`src/rtl/video_timing_gen.sv`:
```
`default_nettype none
// ============================================================================
//  Module   : video_timing_gen
//  Brief    : Raster timing generator producing VDE, H/V sync, pixel
//             coordinates and line/frame start pulses for the TMDS encoders.
//  Revision : 1.0 - initial release
// ============================================================================
module video_timing_gen #(
  parameter int   H_ACTIVE = 640,
  parameter int   H_FP     = 16,
  parameter int   H_SYNC   = 96,
  parameter int   H_BP     = 48,
  parameter int   V_ACTIVE = 480,
  parameter int   V_FP     = 10,
  parameter int   V_SYNC   = 2,
  parameter int   V_BP     = 33,
  parameter logic H_POL    = 1'b0,
  parameter logic V_POL    = 1'b0
) (
  input  logic        CLK,
  input  logic        RSTN,
  input  logic        EN,
  output logic        VDE,
  output logic        HSYNC,
  output logic        VSYNC,
  output logic [1:0]  CONTROL,
  output logic [11:0] PIX_X,
  output logic [11:0] PIX_Y,
  output logic        LINE_START,
  output logic        FRAME_START
);

  localparam int c_H_TOTAL = H_ACTIVE + H_FP + H_SYNC + H_BP;
  localparam int c_V_TOTAL = V_ACTIVE + V_FP + V_SYNC + V_BP;

  // Region bounds are 13 bits wide so a 4096 total cannot alias to zero.
  localparam logic [12:0] c_H_ACT_END  = 13'(H_ACTIVE);
  localparam logic [12:0] c_H_SYNC_BEG = 13'(H_ACTIVE + H_FP);
  localparam logic [12:0] c_H_SYNC_END = 13'(H_ACTIVE + H_FP + H_SYNC);
  localparam logic [12:0] c_V_ACT_END  = 13'(V_ACTIVE);
  localparam logic [12:0] c_V_SYNC_BEG = 13'(V_ACTIVE + V_FP);
  localparam logic [12:0] c_V_SYNC_END = 13'(V_ACTIVE + V_FP + V_SYNC);
  localparam logic [11:0] c_H_LAST     = 12'(c_H_TOTAL - 1);
  localparam logic [11:0] c_V_LAST     = 12'(c_V_TOTAL - 1);

  logic [11:0] r_hcount;
  logic [11:0] r_vcount;
  logic        r_vde;
  logic        r_hsync;
  logic        r_vsync;
  logic [11:0] r_pix_x;
  logic [11:0] r_pix_y;
  logic        r_line_start;
  logic        r_frame_start;

  logic        w_h_wrap;
  logic        w_v_wrap;
  logic [11:0] w_h_next;
  logic [11:0] w_v_next;
  logic        w_h_act;
  logic        w_v_act;
  logic        w_h_in_sync;
  logic        w_v_in_sync;
  logic        w_hsync_lvl;
  logic        w_vsync_lvl;

  always_comb begin
    w_h_wrap    = (r_hcount == c_H_LAST);
    w_v_wrap    = (r_vcount == c_V_LAST);
    w_h_next    = w_h_wrap ? 12'd0 : r_hcount + 12'd1;
    w_v_next    = r_vcount;
    if (w_h_wrap) begin
      w_v_next = w_v_wrap ? 12'd0 : r_vcount + 12'd1;
    end
    w_h_act     = ({1'b0, r_hcount} < c_H_ACT_END);
    w_v_act     = ({1'b0, r_vcount} < c_V_ACT_END);
    w_h_in_sync = ({1'b0, r_hcount} >= c_H_SYNC_BEG) && ({1'b0, r_hcount} < c_H_SYNC_END);
    w_v_in_sync = ({1'b0, r_vcount} >= c_V_SYNC_BEG) && ({1'b0, r_vcount} < c_V_SYNC_END);
    w_hsync_lvl = w_h_in_sync ? H_POL : ~H_POL;
    w_vsync_lvl = w_v_in_sync ? V_POL : ~V_POL;
  end

  // EN low behaves exactly like reset so re-enable always starts at (0,0).
  always_ff @(posedge CLK or negedge RSTN) begin
    if (!RSTN) begin
      r_hcount      <= 12'd0;
      r_vcount      <= 12'd0;
      r_vde         <= 1'b0;
      r_hsync       <= ~H_POL;
      r_vsync       <= ~V_POL;
      r_pix_x       <= 12'd0;
      r_pix_y       <= 12'd0;
      r_line_start  <= 1'b0;
      r_frame_start <= 1'b0;
    end else if (!EN) begin
      r_hcount      <= 12'd0;
      r_vcount      <= 12'd0;
      r_vde         <= 1'b0;
      r_hsync       <= ~H_POL;
      r_vsync       <= ~V_POL;
      r_pix_x       <= 12'd0;
      r_pix_y       <= 12'd0;
      r_line_start  <= 1'b0;
      r_frame_start <= 1'b0;
    end else begin
      r_hcount      <= w_h_next;
      r_vcount      <= w_v_next;
      r_vde         <= w_h_act && w_v_act;
      r_hsync       <= w_hsync_lvl;
      r_vsync       <= w_vsync_lvl;
      r_pix_x       <= r_hcount;
      r_pix_y       <= r_vcount;
      r_line_start  <= (r_hcount == 12'd0);
      r_frame_start <= (r_hcount == 12'd0) && (r_vcount == 12'd0);
    end
  end

  assign VDE         = r_vde;
  assign HSYNC       = r_hsync;
  assign VSYNC       = r_vsync;
  assign CONTROL     = {r_vsync, r_hsync};
  assign PIX_X       = r_pix_x;
  assign PIX_Y       = r_pix_y;
  assign LINE_START  = r_line_start;
  assign FRAME_START = r_frame_start;

endmodule
`default_nettype wire

```
`config.mk`:
```
export PLATFORM = sky130hd
export DESIGN_NAME = video_timing_gen
export DESIGN_NICKNAME = d
export VERILOG_FILES = /design/src/rtl/video_timing_gen.sv
export SDC_FILE = /design/constraint.sdc
export NUM_CORES = 1
export LEC_CHECK = 0
export ABC_AREA = 0
export BUFFER_PORTS_ARGS = -buffer_cell sky130_fd_sc_hd__buf_4
export CAP_MARGIN = 20
export CORE_MARGIN = 8
export CORE_UTILIZATION = 35
export DETAILED_ROUTE_END_ITERATION = 10
export GPL_ROUTABILITY_DRIVEN = 0
export MAX_ROUTING_LAYER = met4
export RECOVER_POWER = 100
export SYNTH_ARGS = -nofsm -noshare
export SYNTH_HDL_FRONTEND = slang
export SYNTH_SLANG_ARGS = --single-unit
```
`constraint.sdc`:
```
create_clock -name CLK -period 2.1 [get_ports CLK]
set_input_delay 0.105 -clock CLK [delete_from_list [all_inputs] [get_ports CLK]]
set_output_delay 0.105 -clock CLK [all_outputs]
set_load 0.02 [all_outputs]
```
==> impl_metrics.ini, run 1 <==
[timing]
max-slew-margin-rel_pct = 14.2
rsz0062_at_grt = false
fin_crit_sh_pct = 88.9
skew_ns = 0.0123
tightest_slew_ns = 1.29
finalSetupTns_ns = 0
min_period_ns = 1.87
final-max-slew-violation-count = 0
finalSetupViolations = 0
max_freq_mhz = 536
finalHoldViolCount = 0

[final_layout]
drive_gt1_share_pct = 6.80
utilization_pct = 39.6
multi_input_area_um2 = 922
nFillCells = 683
nets = 256
seqCellArea_um2 = 1330
final_common_cell = dfrtp_1
mostFrequentLayoutCells = 51 x dfrtp_1, 32 x clkbuf_1, 26 x nor2_1
final_cell_count_no_fill = 330
antenna_cells = 0
design_area_um2 = 2630
area_delta_synth_final_pct = 12.0

[synth]
avgSynthCellArea_um2 = 10.8
mappedNetlistArea_um2 = 2350
ys_top_cells_by_area = dfrtp_1 54%, and2_1 4.8%, nor2_1 4.0%
synth_cell_types = 39
synth_top_area_share_pct = 54.3
synthCells = 217
yosysWarnings = 0
ys_ff_latch = 53
synth_top_area_cell = dfrtp_1
synth.net_count = 224
yosysSeqAreaShare_pct = 56.5

[routing]
drc = 0
ant_nets = 0
routed_wl_mm = 4.87
drt-initial-drc-count = 88
first_pass_iters = 4
vias = 1675
drt-vias-per-instance = 5.08
avgRoutedWirePerCell_um = 14.8

[critical_path]
critPathCaptureType = flop
critPathArrivalTime_ns = 2.09
r2r_slack_ns = 0.23
crit_path_max_fanout = 7
critPathRequiredTime_ns = 2.33
setup.worst_path.class = reg -> reg
reg2regPathDepth = 5
critPathLaunchType = flop

[clocking]
clock-sinks = 53
cts_tree = built
numCtsBuffers = 5
cts.htree.levels = 2
cts_hold_buffers = 1
postCtsSetupRepairBufs = 0
cts-root-buf = clkbuf_8
worstSkewPairLatency_ns = 0.31
max-clock-path-buffers = 2
post_cts_resized = 0
clk_pin_slew_ns = 0.10

[floorplan]
start_util_pct = 35.4
die_h_um = 98.0
die_w_um = 98.0
fp.coreArea_um2 = 6640
dieArea_um2 = 9600
io_pins = 34
rows = 30

[place]
dp_hpwl_mm = 3.32
placed_cells = 321
postPlaceCellArea_um2 = 2660
io_buffer_count = 33

[min_path]
min_path_cells = 2
hold_path_class = in -> reg

[status]
status = finished, final reports clean

[grt]
antenna_found_initial = 0
grt.total_usage_pct = 11.2
grt_pass1_wl_mm = 8.63
first_global_vias = 1744
grt_max_degree = 54
gr-total-overflow = 0

[power_and_ir_drop]
vdd_drop_max_uv = 263
leakagePower_nw = 1.11
powerDensity_nw_per_um2 = 640

[run]
drv_cap = 0
==> cells in the mapped netlist <==
| cell type | instances |
|---|---|
| nor3_2 | 1 |
| a21oi_1 | 6 |
| nor3b_1 | 1 |
| nand4_4 | 1 |
| or2_2 | 1 |
| dfstp_2 | 2 |
| nor3_1 | 4 |
| and4bb_1 | 1 |
| buf_2 | 6 |
| nor4b_1 | 1 |
| nor2b_1 | 1 |
| mux2i_1 | 6 |
| o31ai_1 | 1 |
| ha_1 | 4 |
| or4b_1 | 3 |
| xnor2_1 | 9 |
| nand4b_1 | 2 |
| or3b_1 | 1 |
| nand2_1 | 8 |
| nand3_1 | 12 |
| inv_1 | 9 |
| nor4_1 | 2 |
| nand4_1 | 10 |
| and2_1 | 18 |
| and3_1 | 3 |
| nor4_2 | 1 |
| and4_1 | 4 |
| dfrtp_1 | 51 |
| xor2_1 | 2 |
| o21ai_0 | 2 |
| clkbuf_1 | 3 |
| a41oi_1 | 2 |
| nor2_1 | 25 |
| or3_1 | 3 |
| buf_4 | 3 |
| nor2_2 | 1 |
| a31oi_1 | 3 |
| o21ai_1 | 3 |
| or4_1 | 1 |
==> critical path, stage by stage, from the launching register on <==
cell,delay (ns)
dfrtp_1,0.42
ha_1,0.22
and3_1,0.30
nand4_4,0.16
or4b_1,0.54
mux2i_1,0.15
==> logic make-up (layout without fill, tap and decap cells) <==
family                     after synthesis  in the layout  synth area share, %
AOI/OAI and AO/OA                       17             17                 4.20
xor gates and xnor gates                11             11                 4.10
adders and majority gates                4              4                 2.13
buffers and inverters                   21             54                 4.15
DFF                                     53             53                 56.5
muxes                                    6              6                 2.55
and+or+nand+nor                        105            105                 26.3
==> report_power, final <==
group / total (W) / switching (W) / internal [W]
registers: 0.00104 / 0.00000793 / 0.00103
logic: 0.0000874 / 0.0000644 / 0.0000230
clock network: 0.000558 / 0.000321 / 0.000237
total: 0.00168 / 0.000393 / 0.00129
==> stage by stage <==
step           power (W)  setup slack [ns]  hold WS (ns)
2_1_floorplan    0.00110             0.378        -0.191
3_3_place_gp     0.00116             0.323         0.175
3_5_place_dp     0.00116             0.283         0.185
4_1_cts          0.00171             0.235         0.167
5_1_grt          0.00175            0.0917         0.177
6_report         0.00168             0.234         0.171
==> registers in the layout, summed over array words and instances (netlist names) <==
signal,count
HSYNC,1
VSYNC,1
FRAME_START,1
VDE,1
r_vcount,12
PIX_Y,12
r_hcount,12
LINE_START,1
PIX_X,12
==> cell type report <==
cell class | count | share of cell area (%)
Inverter | 9 | 1.28
Tap cell | 80 | 3.80
Timing Repair Buffer | 37 | 6.27
Sequential cell | 53 | 50.5
Clock inverter | 1 | 0.285
Clock buffer | 7 | 2.90
Multi-Input combinational cell | 143 | 35.0
==> routing by layer <==
layer	part of all wire (%)	wire length (µm)	global-route usage, %
met1	49	2370	14.2
met5	0	0	-
met3	4.8	235	2.84
met4	1.5	71	4.32
met2	45	2200	16.8
==> final timing paths <==
kind,from,end
worst max-delay path,r_hcount[0]$_DFF_PN0_,r_vcount[8]$_DFFE_PN0P_
worst min-delay path,EN,PIX_X[7]$_DFF_PN0_
min in group asynchronous,RSTN,PIX_X[11]$_DFF_PN0_
max in group asynchronous,RSTN,r_hcount[3]$_DFF_PN0_
worst max register to register,r_hcount[0]$_DFF_PN0_,r_vcount[8]$_DFFE_PN0P_
worst min register to register,r_hcount[0]$_DFF_PN0_,r_hcount[0]$_DFF_PN0_
No activity file was read; power rests on OpenSTA's default activity.
==> run 2: changes to the inputs <==
--- a/config.mk
+++ b/config.mk
@@ -8,7 +8,6 @@
 export ABC_AREA = 0
 export BUFFER_PORTS_ARGS = -buffer_cell sky130_fd_sc_hd__buf_4
 export CAP_MARGIN = 20
-export CORE_MARGIN = 8
 export CORE_UTILIZATION = 35
 export DETAILED_ROUTE_END_ITERATION = 10
 export GPL_ROUTABILITY_DRIVEN = 0
==> impl_metrics.ini, run 2 (synthesized netlist as in run 1, its figures left out) <==
[routing]
avgRoutedWirePerCell_um = 14.3
drc = 3
vias = 1700
highest_layer = met4
drt-initial-drc-count = 108
drt-vias-per-instance = 5.20
first_pass_iters = 7
route.met3.wl_um = 236
wl_met2_mm = 2.04
wl_met1_mm = 2.31
routed_wl_mm = 4.67
ant_nets = 0

[clocking]
numCtsBuffers = 5
max-clock-path-buffers = 2
cts.htree.levels = 2
worstSkewPairLatency_ns = 0.31
clock-sinks = 53
cts_tree = built
cts-root-buf = clkbuf_8
postCtsSetupRepairBufs = 0
clk_pin_slew_ns = 0.09

[critical_path]
critPathMaxStageDelay_ns = 0.54
critPathLaunchType = flop
critPathArrivalTime_ns = 2.10
reg2regPathDepth = 5
crit_path_cell_trace = ha_1 -> and3_1 -> nand4_4 -> or4b_1 -> a21oi_1
r2r_slack_ns = 0.23
crit_path_max_fanout = 7
worstSetupStartpoint = r_hcount[0]$_DFF_PN0_
setup.worst_path.class = reg -> reg
crit_path_top_delay_cell = or4b_1
critPathRequiredTime_ns = 2.33
worstReg2RegEnd = r_vcount[6]$_DFFE_PN0P_
critPathCaptureType = flop
timing.rr.start = r_hcount[0]$_DFF_PN0_

[grt]
grt_max_degree = 54
antenna_found_initial = 0
gr-total-overflow = 0
grt.total_usage_pct = 14.5
first_global_vias = 1532
grt_pass1_wl_mm = 7.79

[status]
status = finished, violations left
failed_checks = DRC

[final_layout]
area_delta_synth_final_pct = 12.1
multi_input_area_um2 = 922
nFillCells = 634
antenna_cells = 0
drive_gt1_share_pct = 7.20
nets = 256
mostFrequentLayoutCells = 51 x dfrtp_1, 32 x clkbuf_1, 26 x nor2_1
final_common_cell = dfrtp_1
seqCellArea_um2 = 1330

[timing]
max-slew-margin-rel_pct = 14.7
final-max-slew-violation-count = 0
finalHoldViolCount = 0
finalSetupTns_ns = 0
fin_hold_ws_ns = 0.164
min_period_ns = 1.87
fin_crit_sh_pct = 89.2
finalSetupViolations = 0
tightest_slew_ns = 1.28
rsz0062_at_grt = false
skew_ns = 0.00367
max_freq_mhz = 534

[power_and_ir_drop]
leakagePower_nw = 1.12
powerDensity_nw_per_um2 = 658
vdd_drop_max_uv = 226

[place]
dp_hpwl_mm = 3.06
io_buffer_count = 33

[min_path]
holdPathEnd = PIX_X[2]$_DFF_PN0_
min_path_cells = 2
hold_path_class = in -> reg
min_from = EN

[floorplan]
die_h_um = 84.0
io_pins = 34
start_util_pct = 36.6
fp.coreArea_um2 = 6420
rows = 29
die_w_um = 84.0
dieArea_um2 = 7050

[run]
drv_cap = 0
-- run 2: cell count changes in the layout (fill, tap and decap cells not counted) --
cell / delta
clkbuf_8: +1
and2_1: +1
and2_0: -1
dfstp_2: +1
dfstp_1: -1
buf_4: -1
-- run 2: timing repair --
item	4_1_cts	5_1_grt
hold endpoints to repair	51	0
gates resized for setup	0	0
hold buffers	1	0
-- run 2: worst max path at each step --
stage	end	slack [ns]	cells after the start
after global placement	r_vcount[6]$_DFFE_PN0P_	0.33	5
after global routing	r_vcount[8]$_DFFE_PN0P_	0.08	5
after CTS	r_vcount[6]$_DFFE_PN0P_	0.23	5
after detailed placement	r_vcount[8]$_DFFE_PN0P_	0.26	5
after floorplan	r_vcount[10]$_DFFE_PN0P_	0.38	6
final	r_vcount[6]$_DFFE_PN0P_	0.23	5
-- run 2: report_power, final --
group	internal [W]	switching [W]	total (W)
sequential	0.00103	0.00000809	0.00104
clock	0.000269	0.000338	0.000606
combinational	0.0000228	0.0000644	0.0000872
-- run 2: per-layer routing --
metal	vias to the layer above	track usage, %
li1	810	-
met1	829	20.0
met2	55	20.8
met3	6	3.07
met4	0	5.64
met5	-	-
-- run 2: worst max-delay path: cells and delay by family (launching register included) --
family	cells	cell delay (ns)
AO/OA/AOI/OAI	1	0.13
adder cells (fa/ha/maj)	1	0.22
flip-flops	1	0.42
AND/OR/NAND/NOR	3	1.04
-- run 2: layout make-up --
cell class	count	share of cell area [%]
Multi-Input combinational cell	143	35.0
Tap cell	77	3.65
Inverter	9	1.28
Timing Repair Buffer	37	6.12
Sequential cell	53	50.4
Clock buffer	7	3.27
Clock inverter	1	0.285
-- run 2: metrics by stage --
step           util (%)  instances  total power [W]  area [µm²]  setup WS (ns)
2_1_floorplan         -        217          0.00110        2350          0.378
3_3_place_gp       41.3        318          0.00115        2650          0.330
3_5_place_dp       41.3        318          0.00116        2650          0.262
4_1_cts            42.9        327          0.00176        2760          0.230
5_1_grt            41.0        327          0.00181        2640         0.0804
6_report           41.0        327          0.00173        2640          0.226
